==> src/rtl/mod_reduce_p256k1_if.sv <==
// mod_reduce_p256k1_if: operand, busy flag and result of the p256k1 reducer
interface mod_reduce_p256k1_if;
  logic [511:0] C;
  logic         busy;
  logic [255:0] R;
  modport master (output C, input busy, R);
  modport slave  (input C, output busy, R);
endinterface

==> src/rtl/mod_reduce_p256k1.sv <==
// mod_reduce_p256k1: reduces a 512-bit product modulo P = 2^256 - K by folding the high half with K
module mod_reduce_p256k1 #(
  parameter logic [33:0] K = 34'h1000003D1
) (
  input  logic                   clk,
  input  logic                   start,
  mod_reduce_p256k1_if.slave     bus
);
  typedef enum logic [2:0] {IDLE, LOAD, FOLD1, FOLD2, FOLD3, SUB, DONE} state_t;
  localparam logic [255:0] P = 256'(0) - 256'(K);
  state_t         state_q, state_d;
  logic [290:0]   acc_q, acc_d;
  logic [1:0]     cnt_q, cnt_d;
  logic [255:0]   r_q, r_d;
  logic [1:0]     idx;
  logic [97:0]    limb_prod;
  logic [68:0]    hi_prod;
  logic [290:0]   fold1, fold2, fold3;
  logic [256:0]   diff;
  // each state's work is done on the edge that enters it; cnt_q names the limb already folded
  assign idx       = (state_q == LOAD) ? 2'd0 : cnt_q + 2'd1;
  assign limb_prod = 98'(bus.C[{1'b1, idx, 6'd0} +: 64]) * 98'(K);
  assign fold1     = acc_q + (291'(limb_prod) << {idx, 6'd0});
  assign hi_prod   = 69'(acc_q[290:256]) * 69'(K);
  assign fold2     = 291'(acc_q[255:0]) + 291'(hi_prod);
  assign fold3     = 291'(acc_q[255:0]) + (acc_q[256] ? 291'(K) : 291'(0));
  assign diff      = {1'b0, acc_q[255:0]} - {1'b0, P};
  assign bus.busy  = (state_q != IDLE) && (state_q != DONE);
  assign bus.R     = r_q;
  always_ff @(posedge clk or negedge start) begin
    if (!start) begin
      state_q <= IDLE;
      acc_q   <= '0;
      cnt_q   <= '0;
      r_q     <= '0;
    end else begin
      state_q <= state_d;
      acc_q   <= acc_d;
      cnt_q   <= cnt_d;
      r_q     <= r_d;
    end
  end
  always_comb begin
    state_d = state_q;
    acc_d   = acc_q;
    cnt_d   = cnt_q;
    r_d     = r_q;
    case (state_q)
      IDLE: begin
        state_d = LOAD;
        acc_d   = 291'(bus.C[255:0]);
        cnt_d   = '0;
      end
      LOAD: begin
        state_d = FOLD1;
        acc_d   = fold1;
      end
      FOLD1: begin
        state_d = (cnt_q == 2'd3) ? FOLD2 : FOLD1;
        acc_d   = (cnt_q == 2'd3) ? fold2 : fold1;
        cnt_d   = (cnt_q == 2'd3) ? cnt_q : cnt_q + 2'd1;
      end
      FOLD2: begin
        state_d = FOLD3;
        acc_d   = fold3;
      end
      FOLD3: begin
        state_d = SUB;
        r_d     = diff[256] ? acc_q[255:0] : diff[255:0];
      end
      SUB:     state_d = DONE;
      DONE:    state_d = DONE;
      default: state_d = IDLE;
    endcase
  end
endmodule
==> src/flat_wrapper.sv <==
// flat-port wrapper written by rule: the top's interface ports become plain ports
module mod_reduce_p256k1_flat 
#(
  parameter logic [33:0] K = 34'h1000003D1
)
  (clk, start, bus_C, bus_busy, bus_R);
  mod_reduce_p256k1_if bus_i ();
  input  logic clk;
  input  logic start;
  input wire logic [$bits(bus_i.C)-1:0] bus_C;
  output wire logic [$bits(bus_i.busy)-1:0] bus_busy;
  output wire logic [$bits(bus_i.R)-1:0] bus_R;
  assign bus_i.C = bus_C;
  assign bus_busy = bus_i.busy;
  assign bus_R = bus_i.R;
  mod_reduce_p256k1 #(.K(K)) u_core (.clk(clk), .start(start), .bus(bus_i));
endmodule
==> config.mk <==
export PLATFORM = sky130hd
export DESIGN_NAME = mod_reduce_p256k1_flat
export DESIGN_NICKNAME = d
export VERILOG_FILES = /design/src/rtl/mod_reduce_p256k1_if.sv /design/src/rtl/mod_reduce_p256k1.sv /design/src/flat_wrapper.sv
export SDC_FILE = /design/constraint.sdc
export NUM_CORES = 2
export LEC_CHECK = 0
export ABC_AREA = 0
export BUFFER_PORTS_ARGS = -buffer_cell sky130_fd_sc_hd__clkbuf_2
export CORE_ASPECT_RATIO = 2
export CORE_UTILIZATION = 45
export CTS_CLUSTER_SIZE = 30
export DETAILED_ROUTE_END_ITERATION = 7
export PLACE_DENSITY = 0.65
export SLEW_MARGIN = 0
export SYNTH_ARGS = -nofsm -noshare
export SYNTH_HDL_FRONTEND = slang
export SYNTH_SLANG_ARGS = --single-unit
export TNS_END_PERCENT = 100
==> constraint.sdc <==
create_clock -name clk -period 33.6 [get_ports clk]
set_input_delay 6.72 -clock clk [delete_from_list [all_inputs] [get_ports clk]]
set_output_delay 6.72 -clock clk [all_outputs]
set_load 0.01 [all_outputs]
==> out/qor.yml, run 1 <==
floorplanning:
  die_width_um: 324
  ios: 771
  die-height_um: 645
  start_util: 0.453
  rows: 235
cts:
  htree_levels: 3
  postCtsHoldBufs: 0
  clk_path_buf_depth: 3
  cts-buffers-inserted: 67
  cts-root-buf: "clkbuf_16"
  clock-sinks: 552
  postCtsResizedCells: 0
  post-cts-setup-buffer-count: 0
yosys:
  ys_seq_elements: 552
  synth_area_leader_cell: "ha_1"
  synth_compound_gate_area_share: 0.249
  yosysMostFrequentCell: "nand2_1"
  muxShareOfSynthArea: 0.0102
  synthTopCellsByArea: "ha_1, dfrtp_1, fa_1, nand2_1, a21oi_1"
  synth_nets: 14500
  synth-edff-count: 0
  synth_top_family_by_area: "compound AO/OA/AOI/OAI gates"
  synthSimpleGateAreaFrac: 0.212
  synthXorXnorAreaFrac: 0.0627
  ys_types: 116
  synth_ff_type: "dfrtp_1"
  synth.yosys.seq_area_share: 0.148
  synth_area_um2: 93100
  async_flop_share: 1.00
  syn-instance-count: 12400
  syn_area_per_cell_um2: 7.52
  synthAdderAreaFrac: 0.249
  synth_top_cell_area_share: 0.150
  ys_warn_count: 0
  ys_top_cells_by_count: "nand2_1, ha_1, a21oi_1, nor2_1, o21ai_0"
global_routing:
  gr-total-overflow: 7681
  grt_pass1_wl_um: 1360000
  grt_pass1_vias: 142000
  grt_usage: 0.876
  grt_max_degree: 154
placement:
  place.gp.congestion: 1.35
  hpwl_um: 608000
  numPortBuffers: 770
outcome:
  status: "stopped before the end"
  error: "[ERROR GRT-0116] Global routing finished with congestion. Check the congestion regions in the DRC Viewer."
  stop_stage: "global routing (5_1_grt)"
stage by stage:
step                      hold slack (ns)  instances  setup WS, ns  instance area (um^2)  utilization
after floorplan                     0.499      12400         16.28                 93100            -
after CTS                           0.483      15700         11.87                104000        0.506
after global placement              0.460      15600         10.84                102000        0.495
after detailed placement            0.469      15600         11.16                102000        0.495
logic make-up after synthesis:
family                     Yosys count
AOI/OAI and AO/OA                 3653
xor gates and xnor gates           666
adders and majority gates         1579
buffers and inverters             1640
DFF                                552
muxes                               94
and+or+nand+nor                   4188
metal layers:
layer / overflow / global-route usage
met1: 141 / 0.832
met2: 5275 / 1.06
met3: 208 / 0.725
met4: 2026 / 0.918
met5: 31 / 0.433
==> run 2: changes to the inputs <==
--- a/config.mk
+++ b/config.mk
@@ -7,11 +7,9 @@
 export LEC_CHECK = 0
 export ABC_AREA = 0
 export BUFFER_PORTS_ARGS = -buffer_cell sky130_fd_sc_hd__clkbuf_2
-export CORE_ASPECT_RATIO = 2
-export CORE_UTILIZATION = 45
-export CTS_CLUSTER_SIZE = 30
+export CORE_UTILIZATION = 30
 export DETAILED_ROUTE_END_ITERATION = 7
-export PLACE_DENSITY = 0.65
+export PLACE_DENSITY_LB_ADDON = 0.15
 export SLEW_MARGIN = 0
 export SYNTH_ARGS = -nofsm -noshare
 export SYNTH_HDL_FRONTEND = slang
==> run 2 against run 1 <==
  * Area after synthesis unchanged
  * The flow now finishes, with violations (DRC, capacitance limit, slew limit)
  * Synthesized cell count unchanged
==> out/qor.yml, run 2 <==
cts:
  clkTransAtPathRegs_ns: 0.07
  htree_levels: 3
  clk_path_buf_depth: 3
  postCtsHoldBufs: 0
  postCtsResizedCells: 0
  cts-root-buf: "clkbuf_16"
  clk_latency_ns: 0.80
  cts-buffers-inserted: 76
  clock-sinks: 552
  post-cts-setup-buffer-count: 0
  cts_tree: "done"
global_routing:
  met2_usage: 0.579
  grt_pass1_vias: 102000
  top_usage_layer: "met1"
  grt_max_degree: 183
  grt_pass1_wl_um: 930000
  gr-total-overflow: 0
  globalRouteMet3Util: 0.166
  grt_antenna_before_repair: 114
  use_met1: 0.582
  grt_usage: 0.435
critical_path:
  r2r_start: "u_core.cnt_q[0]$_DFFE_PN0P_"
  crit_slowest_cell: "o21ai_0"
  required_ns: 34.18
  crit_fanout: 8
  cp_slowest_stage_delay_ns: 1.19
  crit_buf_inv: 3
  critPathKind: "input port to register"
  r2r_slack_ns: 15.42
  startpoint_type: "input port"
  cp_data_arrival_time_ns: 21.78
  crit_family: "compound AO/OA/AOI/OAI gates"
  r2r-end: "u_core.acc_q[200]$_DFFE_PN0P_"
  endpoint_kind: "register"
  cpMostUsedCell: "ha_1"
  worst_r2r_path_depth: 43
min_path:
  holdCritStartpoint: "u_core.bus.R[7]$_DFFE_PN0P_"
  worstHoldPathCells: 2
  hp-class: "register to register"
  worstHoldEndpoint: "u_core.bus.R[7]$_DFFE_PN0P_"
yosys:
  ys_seq_elements: 552
  synthTopCellsByArea: "ha_1, dfrtp_1, fa_1, nand2_1, a21oi_1"
  ys_top_cells_by_count: "nand2_1, ha_1, a21oi_1, nor2_1, o21ai_0"
  ys_types: 116
  yosysMostFrequentCell: "nand2_1"
  syn-instance-count: 12400
  synth_area_leader_cell: "ha_1"
  synth_nets: 14500
  synth_area_um2: 93100
  syn_area_per_cell_um2: 7.52
  async_flop_share: 1.00
  ys_warn_count: 0
  synth_ff_type: "dfrtp_1"
  synth.yosys.seq_area_share: 0.148
  synth_top_cell_area_share: 0.150
  synth-edff-count: 0
timing:
  final-setup-viol-count: 0
  rsz0062_at_grt: "false"
  tightest_slew_ns: 1.51
  drv_slew: 3
  finalCritPeriodShare: 0.631
  setup_tns_ns: 0
  clock_skew_ns: 0.0999
  hold_viol_final: 0
  period_minus_slack_ns: 21.20
  slew_headroom: -0.0147
  fmax_mhz: 47.2
layout:
  mostFrequentLayoutCell: "nand2_1"
  final_nets: 15000
  largest_register_ff_count: 291
  fin_cells: 17100
  top_register: "u_core.acc_q"
  syn2layout_area_growth_pct: 13.3
  final_cell_mix: "nand2_1, ha_1, a21oi_1"
  seq_area_um2: 13800
  multi_input_area_um2: 73400
  drive_gt1_frac: 0.116
  fillers: 33800
drt:
  drc_errors: 3
  wl_per_cell_um: 41.2
  num_vias: 109000
  wirelength_um: 706000
  antenna_left: 0
  avgViaCountPerCell: 6.39
  dr.first_iter.drc_count: 17500
  dr.pass1.iters: 8
floorplanning:
  dieArea_um2: 312000
  die_width_um: 559
  ios: 771
  die-height_um: 559
  core_um2: 309000
  rows: 204
  start_util: 0.302
placement:
  place_inst: 16900
  place.gp.congestion: 1.15
  hpwl_um: 596000
  numPortBuffers: 770
outcome:
  status: "finished with violations"
  violations: "DRC, capacitance limit, slew limit"
run:
  maxCapViolCount: 3
run 2: cell counts after synthesis:
Identical to the previous run, type by type.
run 2: logic make-up (layout without fill, tap and decap cells):
group,Yosys count,in the layout,synth area share
other,0,58,0
XOR/XNOR,666,666,0.0627
multiplexers,94,94,0.0102
flip-flops,552,552,0.148
AND/OR/NAND/NOR,4188,4188,0.212
adder cells (fa/ha/maj),1579,1579,0.249
buffers and inverters,1640,2221,0.0680
AO/OA/AOI/OAI,3653,3653,0.249
run 2: layout make-up:
class / instances / share of cell area
Sequential cell: 552 / 0.131
Clock inverter: 36 / 0.00453
Antenna cell: 58 / 0.00138
Tap cell: 4120 / 0.0489
Multi-Input combinational cell: 10200 / 0.696
Inverter: 901 / 0.0321
Timing Repair Buffer: 1180 / 0.0666
Clock buffer: 104 / 0.0199
run 2: per-layer routing:
| layer | part of all wire | vias up | wire [um] |
|---|---|---|---|
| li1 | - | 45500 | - |
| met1 | 0.42 | 54700 | 293000 |
| met2 | 0.38 | 7715 | 268000 |
| met3 | 0.13 | 1383 | 93900 |
| met4 | 0.073 | 42 | 51200 |
| met5 | 0.00039 | - | 276 |
run 2: through the flow:
| stage | cell area (um^2) | hold slack [ns] | utilization | worst slack (ns) |
|---|---|---|---|---|
| 2_1_floorplan | 93100 | 0.499 | - | 16.28 |
| 3_3_place_gp | 103000 | 0.463 | 0.333 | 12.17 |
| 3_5_place_dp | 103000 | 0.468 | 0.333 | 12.27 |
| 4_1_cts | 105000 | 0.482 | 0.341 | 12.99 |
| 5_1_grt | 105000 | 0.497 | 0.341 | 12.34 |
| 6_report | 105000 | 0.478 | 0.342 | 12.40 |
run 2: worst max-delay path by stage:
stage / start / end / slack, ns / cells after the start
5_1_grt: bus_C[495] / u_core.acc_q[255]$_DFFE_PN0P_ / 12.34 / 47
3_5_place_dp: bus_C[451] / u_core.acc_q[255]$_DFFE_PN0P_ / 12.27 / 41
3_3_place_gp: bus_C[451] / u_core.acc_q[255]$_DFFE_PN0P_ / 12.17 / 41
2_1_floorplan: bus_C[293] / u_core.acc_q[275]$_DFFE_PN0P_ / 16.28 / 42
4_1_cts: bus_C[451] / u_core.acc_q[255]$_DFFE_PN0P_ / 12.99 / 41
6_report: bus_C[451] / u_core.acc_q[200]$_DFFE_PN0P_ / 12.40 / 40
run 2: worst reg2reg max path, delay by kind of cell, from the launching register on:
| kind | cells | cell delay, ns |
|---|---|---|
| fa+ha+maj | 10 | 4.11 |
| xor+xnor | 2 | 1.14 |
| mux | 2 | 1.39 |
| flops | 1 | 0.62 |
| buf+inv | 6 | 2.31 |
| simple gates | 4 | 1.29 |
| compound gates | 19 | 7.13 |
Power of run 2 is not shown: default switching activity piles up to over one toggle a cycle in this logic, so the estimate is an artifact.
